==> src/rtl/mem_port_arbiter_pkg.sv <==
// Shared definitions for mem_port_arbiter: FSM/owner encodings, width constants
// and small helpers used by the arbiter datapath.
package mem_port_arbiter_pkg;

  localparam int XLEN   = 64;
  localparam int INST_W = 32;

  localparam logic [1:0] ST_IDLE = 2'd0;
  localparam logic [1:0] ST_BUSY = 2'd1;
  localparam logic [1:0] ST_RESP = 2'd2;

  localparam logic OWN_IF = 1'b0;
  localparam logic OWN_D  = 1'b1;

  // Instructions are 32-bit; address bit 2 picks the half of the 64-bit beat.
  function automatic logic [INST_W-1:0] sel_word(input logic [XLEN-1:0] beat,
                                                 input logic            hi);
    return hi ? beat[63:32] : beat[31:0];
  endfunction

  function automatic logic [63:0] sat_inc64(input logic [63:0] value);
    return (value == 64'hFFFF_FFFF_FFFF_FFFF) ? value : value + 64'd1;
  endfunction

endpackage

==> src/rtl/mem_port_arbiter.sv <==
// Two-requester (fetch / load-store) arbiter for a single memory port with a
// starvation guard. Optional MEM_ARB_PERF_EN adds saturating perf counters.
module mem_port_arbiter
  import mem_port_arbiter_pkg::*;
#(
  parameter int ADDR_W       = 64,
  parameter int DATA_W       = 64,
  parameter int STARVE_LIMIT = 4
) (
  input  logic              clock,
  input  logic              reset,
  input  logic              if_req_i,
  input  logic [ADDR_W-1:0] if_addr_i,
  output logic              if_ready_o,
  output logic [INST_W-1:0] if_rdata_o,
  input  logic              d_req_i,
  input  logic              d_we_i,
  input  logic [ADDR_W-1:0] d_addr_i,
  input  logic [DATA_W-1:0] d_wdata_i,
  input  logic [7:0]        d_wmask_i,
  output logic              d_ready_o,
  output logic [DATA_W-1:0] d_rdata_o,
  output logic              m_req_o,
  output logic              m_we_o,
  output logic [ADDR_W-1:0] m_addr_o,
  output logic [DATA_W-1:0] m_wdata_o,
  output logic [7:0]        m_wmask_o,
  input  logic              m_ack_i,
  input  logic [DATA_W-1:0] m_rdata_i,
  output logic              stall_if_o,
  output logic              stall_mem_o
`ifdef MEM_ARB_PERF_EN
  ,
  output logic [63:0]       perf_if_o,
  output logic [63:0]       perf_d_o,
  output logic [63:0]       perf_busy_o,
  output logic [63:0]       perf_starve_o
`endif
);

  localparam int CNT_W = (STARVE_LIMIT < 1) ? 1 : $clog2(STARVE_LIMIT + 1);
  localparam logic [CNT_W-1:0] LIMIT_C = CNT_W'(STARVE_LIMIT);

  logic [1:0]       state;
  logic             owner;
  logic [CNT_W-1:0] starve_cnt;
  logic             at_limit;
  logic             grant_d;
  logic             grant_if;
  logic             force_if;

  assign at_limit = (STARVE_LIMIT != 0) && (starve_cnt == LIMIT_C);

  // Data wins ties unless fetch has already lost STARVE_LIMIT grants in a row.
  always_comb begin
    grant_d  = 1'b0;
    grant_if = 1'b0;
    force_if = 1'b0;
    if (state == ST_IDLE) begin
      if (d_req_i && if_req_i) begin
        if (at_limit) begin
          grant_if = 1'b1;
          force_if = 1'b1;
        end else begin
          grant_d = 1'b1;
        end
      end else if (d_req_i) begin
        grant_d = 1'b1;
      end else if (if_req_i) begin
        grant_if = 1'b1;
      end
    end
  end

  always_ff @(posedge clock) begin
    if (reset) begin
      state      <= ST_IDLE;
      owner      <= OWN_IF;
      m_req_o    <= 1'b0;
      m_we_o     <= 1'b0;
      m_addr_o   <= '0;
      m_wdata_o  <= '0;
      m_wmask_o  <= '0;
      if_ready_o <= 1'b0;
      d_ready_o  <= 1'b0;
      if_rdata_o <= '0;
      d_rdata_o  <= '0;
    end else begin
      if_ready_o <= 1'b0;
      d_ready_o  <= 1'b0;
      case (state)
        ST_IDLE: begin
          if (grant_d) begin
            state     <= ST_BUSY;
            owner     <= OWN_D;
            m_req_o   <= 1'b1;
            m_we_o    <= d_we_i;
            m_addr_o  <= d_addr_i;
            m_wdata_o <= d_wdata_i;
            m_wmask_o <= d_wmask_i;
          end else if (grant_if) begin
            state     <= ST_BUSY;
            owner     <= OWN_IF;
            m_req_o   <= 1'b1;
            m_we_o    <= 1'b0;
            m_addr_o  <= if_addr_i;
            m_wdata_o <= '0;
            m_wmask_o <= '0;
          end
        end
        ST_BUSY: begin
          // The m_* registers are left untouched here so memory sees a stable request.
          if (m_ack_i) begin
            state   <= ST_RESP;
            m_req_o <= 1'b0;
            if (owner == OWN_D) begin
              d_rdata_o <= m_rdata_i;
              d_ready_o <= 1'b1;
            end else begin
              if_rdata_o <= sel_word(m_rdata_i, m_addr_o[2]);
              if_ready_o <= 1'b1;
            end
          end
        end
        ST_RESP: begin
          state <= ST_IDLE;
        end
        default: begin
          state <= ST_IDLE;
        end
      endcase
    end
  end

  // Counts data grants taken while fetch was waiting; saturates at the limit.
  always_ff @(posedge clock) begin
    if (reset) begin
      starve_cnt <= '0;
    end else if (grant_if) begin
      starve_cnt <= '0;
    end else if (grant_d && if_req_i && (starve_cnt != LIMIT_C)) begin
      starve_cnt <= starve_cnt + 1'b1;
    end
  end

  assign stall_if_o  = if_req_i & ~if_ready_o;
  assign stall_mem_o = d_req_i & ~d_ready_o;

`ifdef MEM_ARB_PERF_EN
  always_ff @(posedge clock) begin
    if (reset) begin
      perf_if_o     <= '0;
      perf_d_o      <= '0;
      perf_busy_o   <= '0;
      perf_starve_o <= '0;
    end else begin
      if (grant_if)          perf_if_o     <= sat_inc64(perf_if_o);
      if (grant_d)           perf_d_o      <= sat_inc64(perf_d_o);
      if (state == ST_BUSY)  perf_busy_o   <= sat_inc64(perf_busy_o);
      if (force_if)          perf_starve_o <= sat_inc64(perf_starve_o);
    end
  end
`endif

endmodule

==> config.mk <==
export PLATFORM = sky130hd
export DESIGN_NAME = mem_port_arbiter
export DESIGN_NICKNAME = d
export VERILOG_FILES = /design/src/rtl/mem_port_arbiter_pkg.sv /design/src/rtl/mem_port_arbiter.sv
export SDC_FILE = /design/constraint.sdc
export NUM_CORES = 1
export LEC_CHECK = 0
export CORE_AREA = 2 2 196 198
export CTS_CLUSTER_SIZE = 20
export DETAILED_ROUTE_END_ITERATION = 8
export DIE_AREA = 0 0 198 200
export GPL_TIMING_DRIVEN = 1
export PLACE_DENSITY = 0.55
export RECOVER_POWER = 50
export SYNTH_ARGS = -nofsm -noshare
export SYNTH_HDL_FRONTEND = slang
export SYNTH_SLANG_ARGS = --single-unit
==> constraint.sdc <==
create_clock -name clock -period 1.8 [get_ports clock]
set_clock_uncertainty 0.1 [all_clocks]
set_input_delay 0.36 -clock clock [delete_from_list [all_inputs] [get_ports clock]]
set_output_delay 0.36 -clock clock [all_outputs]
set_load 0.1 [all_outputs]
==> results.md <==
Setup path:
- The cell that appears most often on the critical path is buf_12.
- Traced cell by cell, the critical path runs through buf_4 > nor3b_4 > buf_12 > buf_12 > clkbuf_16 > nand3_1 > a311oi_1.
- In this run the critical register-to-register path is captured at m_addr_o[22].
- The startpoint identified for the worst register-to-register timing path is state[0].
- Across all register-to-register paths, the minimum setup slack is 0.04 ns.
- The critical path is of the register to register type.
- The family of cells with the greatest summed delay on the critical path is buffers and inverters.
- The peak per-stage delay on the critical path is 0.35 ns.
- The largest individual stage delay along the critical path comes from the cell dfxtp_2.
- The depth of the worst register-to-register path is 7.
- Data arrives at the worst endpoint at 2.12 ns.
- The type of element launching the critical path is a register.
- The logic depth of the worst path, buffers included is 7.
- The largest fanout on the critical path is 13.
- STA classifies the critical path endpoint as a register.
- At the worst endpoint, the required time is 2.16 ns.
- The count of buffer and inverter cells on the critical path is 4.

Logic synthesis:
- In this run, synthesis inferred 0 flip-flops with an integrated enable.
- The fraction of synthesis flops using an asynchronous set or reset pin is 0.
- The portion of synthesized cell area occupied by the leading cell type is 0.494.
- The mapped cell area is 9800 um^2.
- For this run, the register share of the synthesized area comes to 0.494.
- In the post-synthesis netlist, the biggest area contributors are dfxtp_1, a21oi_1, nand3_1.
- The number of warning messages in the yosys log is 0.
- The biggest area contributor in the post-synthesis netlist is dfxtp_1.
- The post-synthesis register bit count is 242.
- The post-synthesis net count is 1,455.
- The number of distinct library cells after synthesis is 30.
- The mean cell area of the mapped netlist is 8.29 um^2.
- Synthesis handed over a netlist of 1,183 instances.
- In the synthesized netlist the dominant register cell turns out to be dfxtp_1.

Floorplanning:
- The starting density of the core is 0.262.
- The y dimension of the die is 200 um.
- The core area is 37,400 um^2.
- The die covers 39,600 um^2.
- The count of boundary I/O pins is 508.
- The number of placement rows is 71.
- From left edge to right edge, the die measures 198 um.

Detailed routing:
- In this run, the number of DRC markers left after iteration 0 of detailed routing was 634.
- The post-detailed-route wirelength per cell is 19.6 um.
- The vias after detailed routing is 10,997.
- The post-detailed-route count of antenna-violating nets is 0.
- The routed design has 43,100 um of wire.
- In the routed design, unresolved DRC markers number 0.
- The via count normalized by instance count is 5.00.
- For this run, the detailed router's first-pass iteration total came to 5.

Layout:
- The number of fill cells in the layout is 3,387.
- Of the cells placed in the final design, the portion with a size suffix greater than 1 is 0.231.
- The most frequent standard cell in the layout excluding fill and tap cells is buf_12.
- At the end of the flow the core is filled with cells to 0.522.
- Registers take 4850 um^2.
- The library cells used most frequently in the layout, excluding fill and tap cells, are buf_12, clkdlybuf4s50_1, dfxtp_1.
- The net count of the finished layout is 1,935.
- The area occupied by multi-input gates is 4510 um^2.
- The area added between synthesis and finish is 99.1%.

Global route:
- Entering global routing, the biggest net connects 66 pins.
- The total global routing overflow is 0.
- The wire length of the first global-routing pass is 63,300 um.
- The number of antenna violations at the first check in global routing is 5.
- The overall global routing resource usage is 0.205.
- The number of global-route vias before repair is 10,730.

Pwr:
- Across the VDD grid, the largest voltage drop is 754 uV.
- The power share of the sequential group is 0.335.
- Dividing total power by cell area gives a power density of 936 nW/um^2.
- The cell-internal power is 0.0116 W.
- The clock network fraction of design power is 0.317.
- The analysis attributes to cell leakage a power of 7.06 nW.
- The portion of total power attributed to combinational logic is 0.349.
- For this design the total switching power over the nets is 0.00662 W.
- The share of total power consumed by net switching is 0.362.

STA:
- Derived from the worst setup path, the maximum achievable clock frequency is 0.567 GHz.
- The setup TNS is 0 ns.
- In the finished design, the share of the clock period the worst path needs comes to 0.980.
- Setup violations remaining at the end of the flow were counted as 0.
- The final-report max-slew violation count is 0.
- The worst pin sits at a relative slew slack of 0.707.
- The worst hold margin is 0.110 ns.
- The clock period minus final worst setup slack is 1.76 ns.
- At the pin with the least slew margin, the transition time is 0.439 ns.
- The final hold violation count came to 0.

Clock tree:
- The clock-pin transition on the worst setup and hold timing paths is 0.06 ns.
- The number of sinks driven by the clock tree is 242.
- Counting along the longest clock path gives a buffer depth of 3.
- The hold-fix buffer count after cts is 0.
- At the later pin of the worst-skew pair, clock insertion delay measures 0.55 ns.
- The number of buffers added by the clock tree synthesis step is 29.
- CTS built an H-tree with a depth of 1.
- The clock root buffer master is clkbuf_16.
- TritonCTS built the clock tree.

Flow run:
- The count of maximum capacitance violations is 0.

Place:
- The total half-perimeter wirelength after legalization and detailed placement is 30,300 um.
- At the end of routability-driven placement, the weighted congestion stood at 0.915.
- Input and output buffers added on the ports amount to 507.

Run status:
- The flow ran to the end, and the final reports show no timing, DRC or antenna violations.

Hold path:
- For hold timing, the worst endpoint is starve_cnt[0].
- Along the worst hold path, the cell count comes to 2.
- The class of the tightest hold or removal check is input port to register.
- The origin of the worst min-delay path is reset.
[cells in the mapped netlist, drive strengths merged (2+ instances only)]
library cell and number:
dfxtp 242, nor2b 2, or2 2, a211oi 33, nor4bb 2, mux2i 32
nand3 139, inv 2, or3b 3, nor2 37, ha 2, nand4 2
o21ai 139, nand2 133, clkbuf 79, a21oi 207, buf 56, a311oi 64
[metrics by stage]
stage / cell area [um^2] / worst slack, ns / std cells / power [W]
finish: 19500 / 0.0358 / 2200 / 0.0183
global placement: 18300 / -0.415 / 2135 / 0.0125
floorplan: 9820 / 0.0424 / 1183 / 0.00962
CTS: 19300 / 0.00745 / 2186 / 0.0184
detailed placement: 18300 / -0.442 / 2135 / 0.0125
global route: 19500 / -0.0472 / 2199 / 0.0189
[power by group through the flow]
stage	Sequential (W)	Combinational (W)	Clock, W
after floorplan	0.00852	0.00110	0
after global placement	0.00622	0.00623	0
after detailed placement	0.00623	0.00626	0
after CTS	0.00612	0.00627	0.00599
after global routing	0.00615	0.00662	0.00616
final	0.00611	0.00637	0.00579
[final cells by class]
type,count,area share
repair buffers,584,0.439
well taps,511,0.0328
clock inverters,10,0.00417
inverters,2,0.000385
multi-input cells,804,0.231
flip-flops and latches,242,0.248
clock buffers,41,0.0436
diodes,6,0.000769
[routing by layer]
layer,GRT usage,wire length [um]
met1,0.240,16600
met2,0.336,20500
met3,0.0709,4120
met4,0.0972,1930
met5,0,0
[sequential cells by signal, indices dropped and copies added, names as in the netlist]
register / flops
d_rdata_o: 64
d_ready_o: 1
if_rdata_o: 32
if_ready_o: 1
m_addr_o: 64
m_req_o: 1
m_wdata_o: 64
m_we_o: 1
m_wmask_o: 8
owner: 1
starve_cnt: 3
state: 2
[kinds of logic after synthesis]
family / after synthesis / synth area share
buffers and inverters: 137 / 0.0608
and+or+nand+nor: 327 / 0.151
muxes: 32 / 0.0327
AOI/OAI and AO/OA: 443 / 0.259
adders and majority gates: 2 / 0.00255
DFF: 242 / 0.494
[worst max-delay path by stage]
stage	start	to	slack, ns
after floorplan	if_ready_o	stall_if_o	0.04
after global placement	d_req_i	m_addr_o[30]	-0.41
after detailed placement	d_req_i	m_addr_o[44]	-0.44
after CTS	starve_cnt[0]	m_addr_o[10]	0.007
after global routing	state[1]	m_addr_o[44]	-0.05
final	state[0]	m_addr_o[22]	0.04
[repair_timing]
action,CTS,global route
hold endpoints to repair,0,0
setup endpoints to repair,3,61
gates cloned,0,6
resized for setup,5,22
buffers inserted,0,2
pin swaps,1,6
(Power assumes the default switching activity.)
